### src/rtl/vga_timing_pkg.sv
// Shared 640x480@60 timing constants, sync-window helpers and raster types
// for the VGA timing generator and the renderers that consume its outputs.
package vga_timing_pkg;

  localparam int unsigned VGA_H_VISIBLE = 640;
  localparam int unsigned VGA_H_FRONT   = 16;
  localparam int unsigned VGA_H_SYNC    = 96;
  localparam int unsigned VGA_H_BACK    = 48;
  localparam int unsigned VGA_V_VISIBLE = 480;
  localparam int unsigned VGA_V_FRONT   = 10;
  localparam int unsigned VGA_V_SYNC    = 2;
  localparam int unsigned VGA_V_BACK    = 33;

  localparam int unsigned VGA_H_TOTAL =
    VGA_H_VISIBLE + VGA_H_FRONT + VGA_H_SYNC + VGA_H_BACK;
  localparam int unsigned VGA_V_TOTAL =
    VGA_V_VISIBLE + VGA_V_FRONT + VGA_V_SYNC + VGA_V_BACK;

  localparam int unsigned COORD_W = 10;
  typedef logic [COORD_W-1:0] coord_t;

  // Sync pulse occupies [start, end) in counter space.
  function automatic int unsigned sync_start(input int unsigned visible,
                                             input int unsigned front);
    return visible + front;
  endfunction

  function automatic int unsigned sync_end(input int unsigned visible,
                                           input int unsigned front,
                                           input int unsigned width);
    return visible + front + width;
  endfunction

  localparam int unsigned HS_START = sync_start(VGA_H_VISIBLE, VGA_H_FRONT);
  localparam int unsigned HS_END   = sync_end(VGA_H_VISIBLE, VGA_H_FRONT, VGA_H_SYNC);
  localparam int unsigned VS_START = sync_start(VGA_V_VISIBLE, VGA_V_FRONT);
  localparam int unsigned VS_END   = sync_end(VGA_V_VISIBLE, VGA_V_FRONT, VGA_V_SYNC);

  function automatic logic in_window(input coord_t pos,
                                     input int unsigned first,
                                     input int unsigned last_excl);
    return (32'(pos) >= first) && (32'(pos) < last_excl);
  endfunction

  typedef struct packed {
    logic hs;
    logic vs;
    logic blank;
    logic frame_clk;
  } sync_bus_t;

  localparam sync_bus_t SYNC_IDLE = '{hs: 1'b1, vs: 1'b1, blank: 1'b0, frame_clk: 1'b0};

endpackage

### src/rtl/sync_delay_line.sv
// Fixed-depth shift register for side-band signals that must stay aligned
// with a pipelined pixel path; DEPTH=0 degenerates to a wire.
module sync_delay_line #(
  parameter int unsigned          WIDTH     = 1,
  parameter int unsigned          DEPTH     = 1,
  parameter logic [WIDTH-1:0]     RESET_VAL = '0
) (
  input  logic             clk_i,
  input  logic             rst_ni,
  input  logic [WIDTH-1:0] d_i,
  output logic [WIDTH-1:0] q_o
);

  generate
    if (DEPTH == 0) begin : g_bypass
      logic unused_clk_rst;
      assign unused_clk_rst = clk_i ^ rst_ni;
      assign q_o = d_i;
    end else begin : g_pipe
      for (genvar gi = 0; gi < DEPTH; gi++) begin : g_stage
        logic [WIDTH-1:0] stage_q;
        logic [WIDTH-1:0] stage_d;

        if (gi == 0) begin : g_first
          assign stage_d = d_i;
        end else begin : g_next
          assign stage_d = g_stage[gi-1].stage_q;
        end

        always_ff @(posedge clk_i or negedge rst_ni) begin
          if (!rst_ni) begin
            stage_q <= RESET_VAL;
          end else begin
            stage_q <= stage_d;
          end
        end
      end
      assign q_o = g_stage[DEPTH-1].stage_q;
    end
  endgenerate

endmodule

### src/rtl/vga_timing_gen.sv
// Raster scan generator: free-running pixel/line counters, active-video and
// sync decode, and sync outputs delayed to match renderer colour latency.
module vga_timing_gen
  import vga_timing_pkg::*;
#(
  parameter int unsigned H_VISIBLE  = VGA_H_VISIBLE,
  parameter int unsigned H_FRONT    = VGA_H_FRONT,
  parameter int unsigned H_SYNC     = VGA_H_SYNC,
  parameter int unsigned H_BACK     = VGA_H_BACK,
  parameter int unsigned V_VISIBLE  = VGA_V_VISIBLE,
  parameter int unsigned V_FRONT    = VGA_V_FRONT,
  parameter int unsigned V_SYNC     = VGA_V_SYNC,
  parameter int unsigned V_BACK     = VGA_V_BACK,
  parameter int unsigned SYNC_DELAY = 2
) (
  input  logic        vga_clk,
  input  logic        reset_n,
  output logic [9:0]  DrawX,
  output logic [9:0]  DrawY,
  output logic        blank,
  output logic        blank_d,
  output logic        hs,
  output logic        vs,
  output logic        frame_clk,
  output logic        frame_start,
  output logic [15:0] frame_count
);

  localparam int unsigned H_TOTAL = H_VISIBLE + H_FRONT + H_SYNC + H_BACK;
  localparam int unsigned V_TOTAL = V_VISIBLE + V_FRONT + V_SYNC + V_BACK;
  localparam coord_t      H_LAST  = coord_t'(H_TOTAL - 1);
  localparam coord_t      V_LAST  = coord_t'(V_TOTAL - 1);
  localparam int unsigned HS_LO   = sync_start(H_VISIBLE, H_FRONT);
  localparam int unsigned HS_HI   = sync_end(H_VISIBLE, H_FRONT, H_SYNC);
  localparam int unsigned VS_LO   = sync_start(V_VISIBLE, V_FRONT);
  localparam int unsigned VS_HI   = sync_end(V_VISIBLE, V_FRONT, V_SYNC);

  generate
    if (SYNC_DELAY > 7) begin : g_bad_delay
      $error("vga_timing_gen: SYNC_DELAY must be in 0..7");
    end
    if (H_TOTAL > (1 << COORD_W) || V_TOTAL > (1 << COORD_W)) begin : g_bad_total
      $error("vga_timing_gen: totals exceed coordinate width");
    end
  endgenerate

  coord_t      h_q, h_d;
  coord_t      v_q, v_d;
  logic        run_q, run_d;
  logic [15:0] frame_count_q, frame_count_d;
  logic        line_end;
  logic        frame_end;

  always_ff @(posedge vga_clk or negedge reset_n) begin
    if (!reset_n) begin
      h_q           <= '0;
      v_q           <= '0;
      run_q         <= 1'b0;
      frame_count_q <= '0;
    end else begin
      h_q           <= h_d;
      v_q           <= v_d;
      run_q         <= run_d;
      frame_count_q <= frame_count_d;
    end
  end

  // The first cycle after release only arms run; counting starts the cycle after,
  // so the first emitted pixel is always (0,0) of a full frame.
  always_comb begin
    line_end      = (h_q == H_LAST);
    frame_end     = line_end && (v_q == V_LAST);
    run_d         = 1'b1;
    h_d           = h_q;
    v_d           = v_q;
    frame_count_d = frame_count_q;
    if (run_q) begin
      h_d = line_end ? '0 : h_q + coord_t'(1);
      if (line_end) begin
        v_d = frame_end ? '0 : v_q + coord_t'(1);
      end
      if (frame_end) begin
        frame_count_d = frame_count_q + 16'd1;
      end
    end
  end

  logic      hs_raw;
  logic      vs_raw;
  logic      blank_raw;
  sync_bus_t sync_raw;
  sync_bus_t sync_dly;

  always_comb begin
    blank_raw = run_q && (32'(h_q) < H_VISIBLE) && (32'(v_q) < V_VISIBLE);
    hs_raw    = !in_window(h_q, HS_LO, HS_HI);
    vs_raw    = !in_window(v_q, VS_LO, VS_HI);
    sync_raw  = '{hs: hs_raw, vs: vs_raw, blank: blank_raw, frame_clk: !vs_raw};
  end

  sync_delay_line #(
    .WIDTH     ($bits(sync_bus_t)),
    .DEPTH     (SYNC_DELAY),
    .RESET_VAL (SYNC_IDLE)
  ) u_sync_delay (
    .clk_i  (vga_clk),
    .rst_ni (reset_n),
    .d_i    (sync_raw),
    .q_o    (sync_dly)
  );

  assign DrawX       = h_q;
  assign DrawY       = v_q;
  assign blank       = blank_raw;
  assign frame_start = run_q && (h_q == '0) && (v_q == '0);
  assign frame_count = frame_count_q;
  assign hs          = sync_dly.hs;
  assign vs          = sync_dly.vs;
  assign blank_d     = sync_dly.blank;
  assign frame_clk   = sync_dly.frame_clk;

endmodule

### config.mk
export PLATFORM = sky130hd
export DESIGN_NAME = vga_timing_gen
export DESIGN_NICKNAME = d
export VERILOG_FILES = /design/src/rtl/vga_timing_pkg.sv /design/src/rtl/sync_delay_line.sv /design/src/rtl/vga_timing_gen.sv
export SDC_FILE = /design/constraint.sdc
export NUM_CORES = 1
export LEC_CHECK = 0
export CAP_MARGIN = 10
export CORE_MARGIN = 3
export CORE_UTILIZATION = 40
export DETAILED_ROUTE_END_ITERATION = 8
export GPL_ROUTABILITY_DRIVEN = 0
export PLACE_DENSITY = 0.68
export SYNTH_ARGS = -nofsm -noshare
export SYNTH_HDL_FRONTEND = slang
export SYNTH_HIERARCHICAL = 1
export SYNTH_SLANG_ARGS = --single-unit
### constraint.sdc
create_clock -name vga_clk -period 4.26 [get_ports vga_clk]
set_input_delay 0.426 -clock vga_clk [delete_from_list [all_inputs] [get_ports vga_clk]]
set_output_delay 0.426 -clock vga_clk [all_outputs]
set_load 0.1 [all_outputs]
==> results of run 1 <==
[final cells by class]
type | count | area [um^2] | share of cell area, %
inverters | 6 | 22.5 | 0.806
clock inverters | 1 | 5.00 | 0.179
flip-flops and latches | 45 | 1130 | 40.5
well taps | 70 | 87.6 | 3.13
clock buffers | 7 | 96.3 | 3.45
repair buffers | 43 | 423 | 15.1
multi-input cells | 143 | 1030 | 36.8
[per-layer routing]
layer,up-vias,global-route usage [%],routed length (um),part of all wire [%]
met5,-,0,0,0
met4,0,6.59,110,2.3
li1,806,-,-,-
met3,7,3.70,293,6.2
met1,808,23.7,2200,47
met2,46,23.1,2110,45
[power by group through the flow]
| stage | Clock (W) | Combinational (W) | Sequential, W |
|---|---|---|---|
| after floorplan | 0 | 0.000110 | 0.000652 |
| after global placement | 0 | 0.000332 | 0.000502 |
| after detailed placement | 0 | 0.000334 | 0.000502 |
| after CTS | 0.000303 | 0.000335 | 0.000494 |
| after global routing | 0.000319 | 0.000351 | 0.000503 |
| final | 0.000292 | 0.000333 | 0.000495 |
[through the flow]
stage	util, %	hold WS, ps	power [W]	cells	setup slack [ps]
3_5_place_dp	51.4	336	0.000836	307	1600
3_3_place_gp	51.4	331	0.000834	307	1650
2_1_floorplan	-	130	0.000762	201	357
5_1_grt	53.3	364	0.00117	315	1190
6_report	53.3	276	0.00112	315	1310
4_1_cts	53.3	317	0.00113	315	1280
[worst min path at each step]
stage / end / cells past startpoint / slack, ps / start
after floorplan: DrawX[0] / 0 / 130 / reset_n
after global placement: u_sync_delay/q_o[0] / 0 / 330 / u_sync_delay/g_pipe.g_stage[0].stage_q[0]
after detailed placement: u_sync_delay/q_o[0] / 0 / 340 / u_sync_delay/g_pipe.g_stage[0].stage_q[0]
after CTS: frame_count[10] / 1 / 320 / reset_n
after global routing: u_sync_delay/q_o[2] / 0 / 360 / u_sync_delay/g_pipe.g_stage[0].stage_q[2]
final: frame_count[10] / 1 / 280 / reset_n
[cell families (layout without fill, tap and decap cells)]
| group | count (synthesis) | after routing |
|---|---|---|
| buffers and inverters | 13 | 57 |
| multiplexers | 2 | 2 |
| flip-flops | 45 | 45 |
| AND/OR/NAND/NOR | 93 | 93 |
| other | 1 | 1 |
| AO/OA/AOI/OAI | 13 | 13 |
| adder cells (fa/ha/maj) | 5 | 5 |
| XOR/XNOR | 29 | 29 |
[synthesized netlist by cell type (2+ instances only)]
cell / instances / area share [%]
or4b_2: 2 / 0.90
o311ai_1: 2 / 0.79
or4_1: 2 / 0.68
xnor2_1: 8 / 3.2
nor3_2: 7 / 3.2
nor4b_1: 2 / 0.79
nand3_1: 13 / 2.9
nor3_1: 4 / 0.90
xor2_1: 21 / 8.3
and2_1: 2 / 0.56
or2_2: 2 / 0.56
and4_1: 4 / 1.6
ha_1: 5 / 2.8
nor2_1: 10 / 1.7
nand4_1: 11 / 3.1
dfstp_2: 4 / 4.7
inv_1: 6 / 1.0
nor4_1: 5 / 1.4
dfrtp_1: 41 / 46
and3_1: 5 / 1.4
o21ai_0: 7 / 1.6
nor4_2: 4 / 2.3
buf_6: 3 / 1.5
clkbuf_1: 2 / 0.34
buf_2: 2 / 0.45
nand2_1: 15 / 2.5
o311ai_0: 2 / 0.79
[cells in the final DEF, fill, tap and decap left out, drive strengths merged, types with 2 or more instances in the layout]
master,count
xnor2,8
nand4,11
clkbuf,7
nand3,13
and4,4
dfstp,4
nor2,11
nand2,15
or4b,3
nor3,11
xor2,21
dfrtp,41
o21ai,7
clkdlybuf4s50,41
nor4,9
or2,2
inv,6
o311ai,4
nor4b,2
buf,2
and3,5
or4,3
ha,5
and2,2
[state kept, by name (all words and copies together), names as in the netlist]
signal / cells
frame_count: 16
DrawX: 10
DrawY: 10
u_sync_delay/g_pipe.g_stage.stage_q: 4
u_sync_delay/q_o: 4
run_q: 1
[critical path: cells and delay by family, from the launching register on]
family / cells / cell delay [ps]
buffers and inverters: 1 / 1200
flip-flops: 1 / 440
AND/OR/NAND/NOR: 2 / 590
==> out/qor.csv, run 1 <==
stage;metric;value;unit
sta;hold_viol;0;
sta;post-route-min-period;2950;ps
placed_design;port-buffer-count;43;
synthesis;synthSimpleGateAreaFrac;26.7;%
clock_network;clkSlewWorstSetupHoldPaths;80;ps
critical_path;path_cells;and4_1 > nor4bb_2 > clkdlybuf4s50_1;
worst_hold_path;hold_path.class;in2async;
synthesis;synth_top_family_by_area;simple AND/OR/NAND/NOR gates;
die;dieArea;0.00648;mm^2
finish;fillers;447;
sta;slew_violations;0;
die;initial_core_util;42.4;%
clock_network;cts_root_buffer;clkbuf_8;
global_route;overflow;0;
critical_path;cpPeakStageDelay;1200;ps
synthesis;async_flop_share;100;%
sta;relSlewSlack;32.3;%
detailed_routing;ant_nets;0;
synthesis;synth.mux.area_fraction;0.958;%
die;io_pins;44;
critical_path;critPathRequiredTime;3830;ps
synthesis;synth_compound_area_share;3.66;%
pwr;cellPowerDensity;401;mW/mm^2
clock_network;hold_buffers;0;
status;status;completed;
critical_path;crit_end;blank;
finish;n_antenna_cell;0;
synthesis;syn_nets;208;
critical_path;crit_fanout;6;
sta;worst_slew_pin_slew;1010;ps
synthesis;ys.flop_type;dfrtp_1;
critical_path;r2r-end;frame_count[1];
critical_path;cp-startpoint;DrawY[6];
sta;grt_setup_unrepaired;no;
global_route;antenna_found_initial;0;
critical_path;worstReg2RegStart;DrawY[0];
detailed_routing;vias;1667;
global_route;grt_pass1_wl;8140;um
synthesis;ys_ff_latch;45;
clock_network;tritoncts;yes;
finish;fin_nets;251;
finish;area_delta_synth_final;25.8;%
sta;fmax;339;MHz
sta;setup_viol;0;
synthesis;yosysSeqAreaShare;50.9;%
critical_path;crit_path_start_kind;flop;
detailed_routing;totalWireLength;4720;um
pwr;clockPowerShare;26.1;%
finish;drive_gt1_share;13.9;%
placed_design;hpwl;3350;um
synthesis;syn_inst;201;
detailed_routing;drc;0;
pwr;seqPwrFrac;44.2;%
clock_network;clock_latency;300;ps
clock_network;cts_setup_buffers;0;
die;fp.dieH;80.5;um
global_route;grt_usage;16.2;%
detailed_routing;dr.pass1.iters;5;
die;die-width;80.5;um
synthesis;synthAdderAreaFrac;2.82;%
global_route;grt_max_degree;46;
die;rows;26;
clock_network;h-tree-depth;2;
critical_path;crit_type;reg2out;
pwr;peakVddDrop;0.334;mV
global_route;grt_pass1_vias;1604;
sta;finalSetupTns;0;ps
critical_path;cp.arrival;2520;ps
placed_design;placed_cell_area;0.00269;mm^2
clock_network;cts_buffer_depth;2;
critical_path;reg2reg_slack;1570;ps
clock_network;ctsResizeCount;0;
critical_path;reg2reg_depth;6;
die;coreArea;0.00524;mm^2
synthesis;synth_xor_area_share;11.4;%
sta;fin_crit_sh;69.3;%
detailed_routing;wire_per_inst;15.0;um
clock_network;cts_inserted_buffers;5;
pwr;power.switching;0.000443;W
synthesis;syn-mean-instance-area;11.0;um^2
detailed_routing;vias_per_cell;5.29;
synthesis;synth_area;0.00222;mm^2
sta;skew;5.90;ps
synthesis;ys_types;37;
finish;final_area;0.00279;mm^2
synthesis;synth_edf_count;0;
pwr;swShare;39.6;%
clock_network;cts_sinks;45;
pwr;p_leak;1.21;nW
pwr;p_comb_share;29.7;%
run;drv_cap;0;
pwr;p_int;0.000677;W
critical_path;crit_slowest_cell;clkdlybuf4s50_1;
critical_path;end_kind;primary output;
synthesis;ys_warn_count;6;
detailed_routing;drt_iter0_markers;185;
Note: power is estimated with default switching activity, not from simulation.
==> inputs of run 2 (changes only) <==
- PLACE_DENSITY: 0.68 -> 0.71
- clock period: 4.26 -> 2.7 ns (I/O delays scaled with it)
==> run 2 against run 1 <==
Against the previous run: critical path type is now reg2reg; via count grew 0.84%; die area is the same; largest power group unchanged; clock power grew 110%; final area grew 0.40%; largest cell class unchanged; count of clock-buffer cells in the layout shrank 2; register-to-register slack lost 1400 ps; sequential power grew 59%.
==> out/qor.csv, run 2 (same netlist as run 1, synthesis figures left out) <==
stage;metric;value;unit
clock_network;h-tree-depth;2;
die;die-width;80.5;um
die;coreArea;0.00524;mm^2
finish;n_antenna_cell;0;
sta;post-route-min-period;2570;ps
clock_network;tritoncts;yes;
sta;fin_crit_sh;95.1;%
detailed_routing;vias_per_cell;5.29;
clock_network;hold_buffers;0;
critical_path;cpPeakStageDelay;690;ps
pwr;peakVddDrop;0.551;mV
sta;skew;9.12;ps
global_route;overflow;0;
sta;worst_slew_pin_slew;709;ps
sta;fmax;389;MHz
detailed_routing;dr.pass1.iters;4;
sta;hold_viol;0;
sta;finalSetupTns;0;ps
global_route;antenna_found_initial;0;
global_route;grt_pass1_wl;8160;um
sta;slew_violations;0;
clock_network;clock_latency;290;ps
die;initial_core_util;42.4;%
status;status;completed;
sta;grt_setup_unrepaired;no;
critical_path;crit_type;reg2reg;
critical_path;end_kind;flop;
die;dieArea;0.00648;mm^2
sta;hold_ws;15.6;ps
pwr;p_leak;1.30;nW
critical_path;crit_path_start_kind;flop;
clock_network;cts_root_buffer;clkbuf_8;
die;rows;26;
finish;final_cell_mix;44 x buf_4, 30 x dfrtp_1, 21 x xor2_1;
critical_path;crit_fanout;18;
critical_path;path_cells;inv_1 > ha_1 > or4b_4 > or4_4 > nor2_4 > mux2_2;
worst_hold_path;hold_path.class;in2async;
placed_design;port-buffer-count;43;
run;drv_cap;0;
critical_path;critPathRequiredTime;2890;ps
finish;largest_reg_flops;16;
clock_network;cts_setup_buffers;0;
detailed_routing;drt_iter0_markers;67;
die;fp.dieH;80.5;um
finish;fin_nets;254;
clock_network;clkSlewWorstSetupHoldPaths;90;ps
critical_path;critPathBufInv;1;
finish;fillers;464;
detailed_routing;ant_nets;0;
finish;drive_gt1_share;36.3;%
critical_path;cp.arrival;2760;ps
clock_network;ctsResizeCount;0;
detailed_routing;wire_per_inst;14.7;um
finish;final_util;53.6;%
detailed_routing;vias;1681;
clock_network;cts_buffer_depth;2;
finish;layout_commonest_cell;buf_4;
pwr;cellPowerDensity;685;mW/mm^2
detailed_routing;totalWireLength;4690;um
critical_path;crit_slowest_cell;or4_4;
critical_path;crit_family;simple AND/OR/NAND/NOR gates;
global_route;grt_max_degree;34;
detailed_routing;drc;0;
clock_network;cts_sinks;45;
global_route;grt_pass1_vias;1652;
finish;area_delta_synth_final;26.3;%
placed_design;hpwl;3510;um
global_route;grt_usage;16.3;%
clock_network;cts_inserted_buffers;5;
die;io_pins;44;
sta;relSlewSlack;52.8;%
sta;setup_viol;0;
-- run 2: cell count changes in the layout (fill, tap and decap cells not counted), moves of 2 or more --
cell / change
buf_4: +43
clkdlybuf4s50_1: -41
dfrtp_1: -11
dfrtp_2: +8
dfrtp_4: +3
bufinv_16: +2
clkbuf_8: -2
-- run 2: power by group --
group	switching, W	internal, W	leakage [nW]
logic	0.000405	0.000129	0.652
clock network	0.000229	0.000372	0.0687
registers	0.0000673	0.000719	0.581
-- run 2: final cells by class --
class / instances / area (um^2) / share of cell area, %
clock inverter: 3 / 68.8 / 2.45
tap: 70 / 87.6 / 3.12
timing repair buffer: 46 / 355 / 12.7
sequential: 45 / 1150 / 41.1
inverter: 6 / 22.5 / 0.803
clock buffer: 5 / 68.8 / 2.45
multi-input combinational: 143 / 1050 / 37.4
-- run 2: layer usage --
metal | part of all wire (%) | track usage [%] | up-vias | routed length (um)
met1 | 46 | 23.3 | 821 | 2170
met5 | 0 | 0 | - | 0
li1 | - | - | 809 | -
met4 | 1.9 | 5.41 | 0 | 87
met2 | 47 | 24.3 | 43 | 2180
met3 | 5.2 | 3.59 | 8 | 243
-- run 2: final timing paths --
kind	depth (start not counted)	from	slack [ps]	end
max reg2reg	6	DrawY[1]	130	frame_count[1]
min in group vga_clk	0	u_sync_delay/g_pipe.g_stage[0].stage_q[1]	360	u_sync_delay/q_o[1]
max	6	DrawY[1]	130	frame_count[1]
min reg2reg	0	u_sync_delay/g_pipe.g_stage[0].stage_q[1]	360	u_sync_delay/q_o[1]
min	1	reset_n	20	DrawY[0]
max in group asynchronous	2	reset_n	2040	DrawY[2]
-- run 2: per-stage QoR --
step | std cells | setup WS (ps) | cell area, um^2 | power [W]
6_report | 318 | 132 | 2810 | 0.00192
5_1_grt | 318 | 33.1 | 2810 | 0.00202
4_1_cts | 318 | 128 | 2810 | 0.00194
3_5_place_dp | 310 | 147 | 2670 | 0.00134
3_3_place_gp | 310 | 191 | 2670 | 0.00133
2_1_floorplan | 201 | 2.29 | 2280 | 0.00122
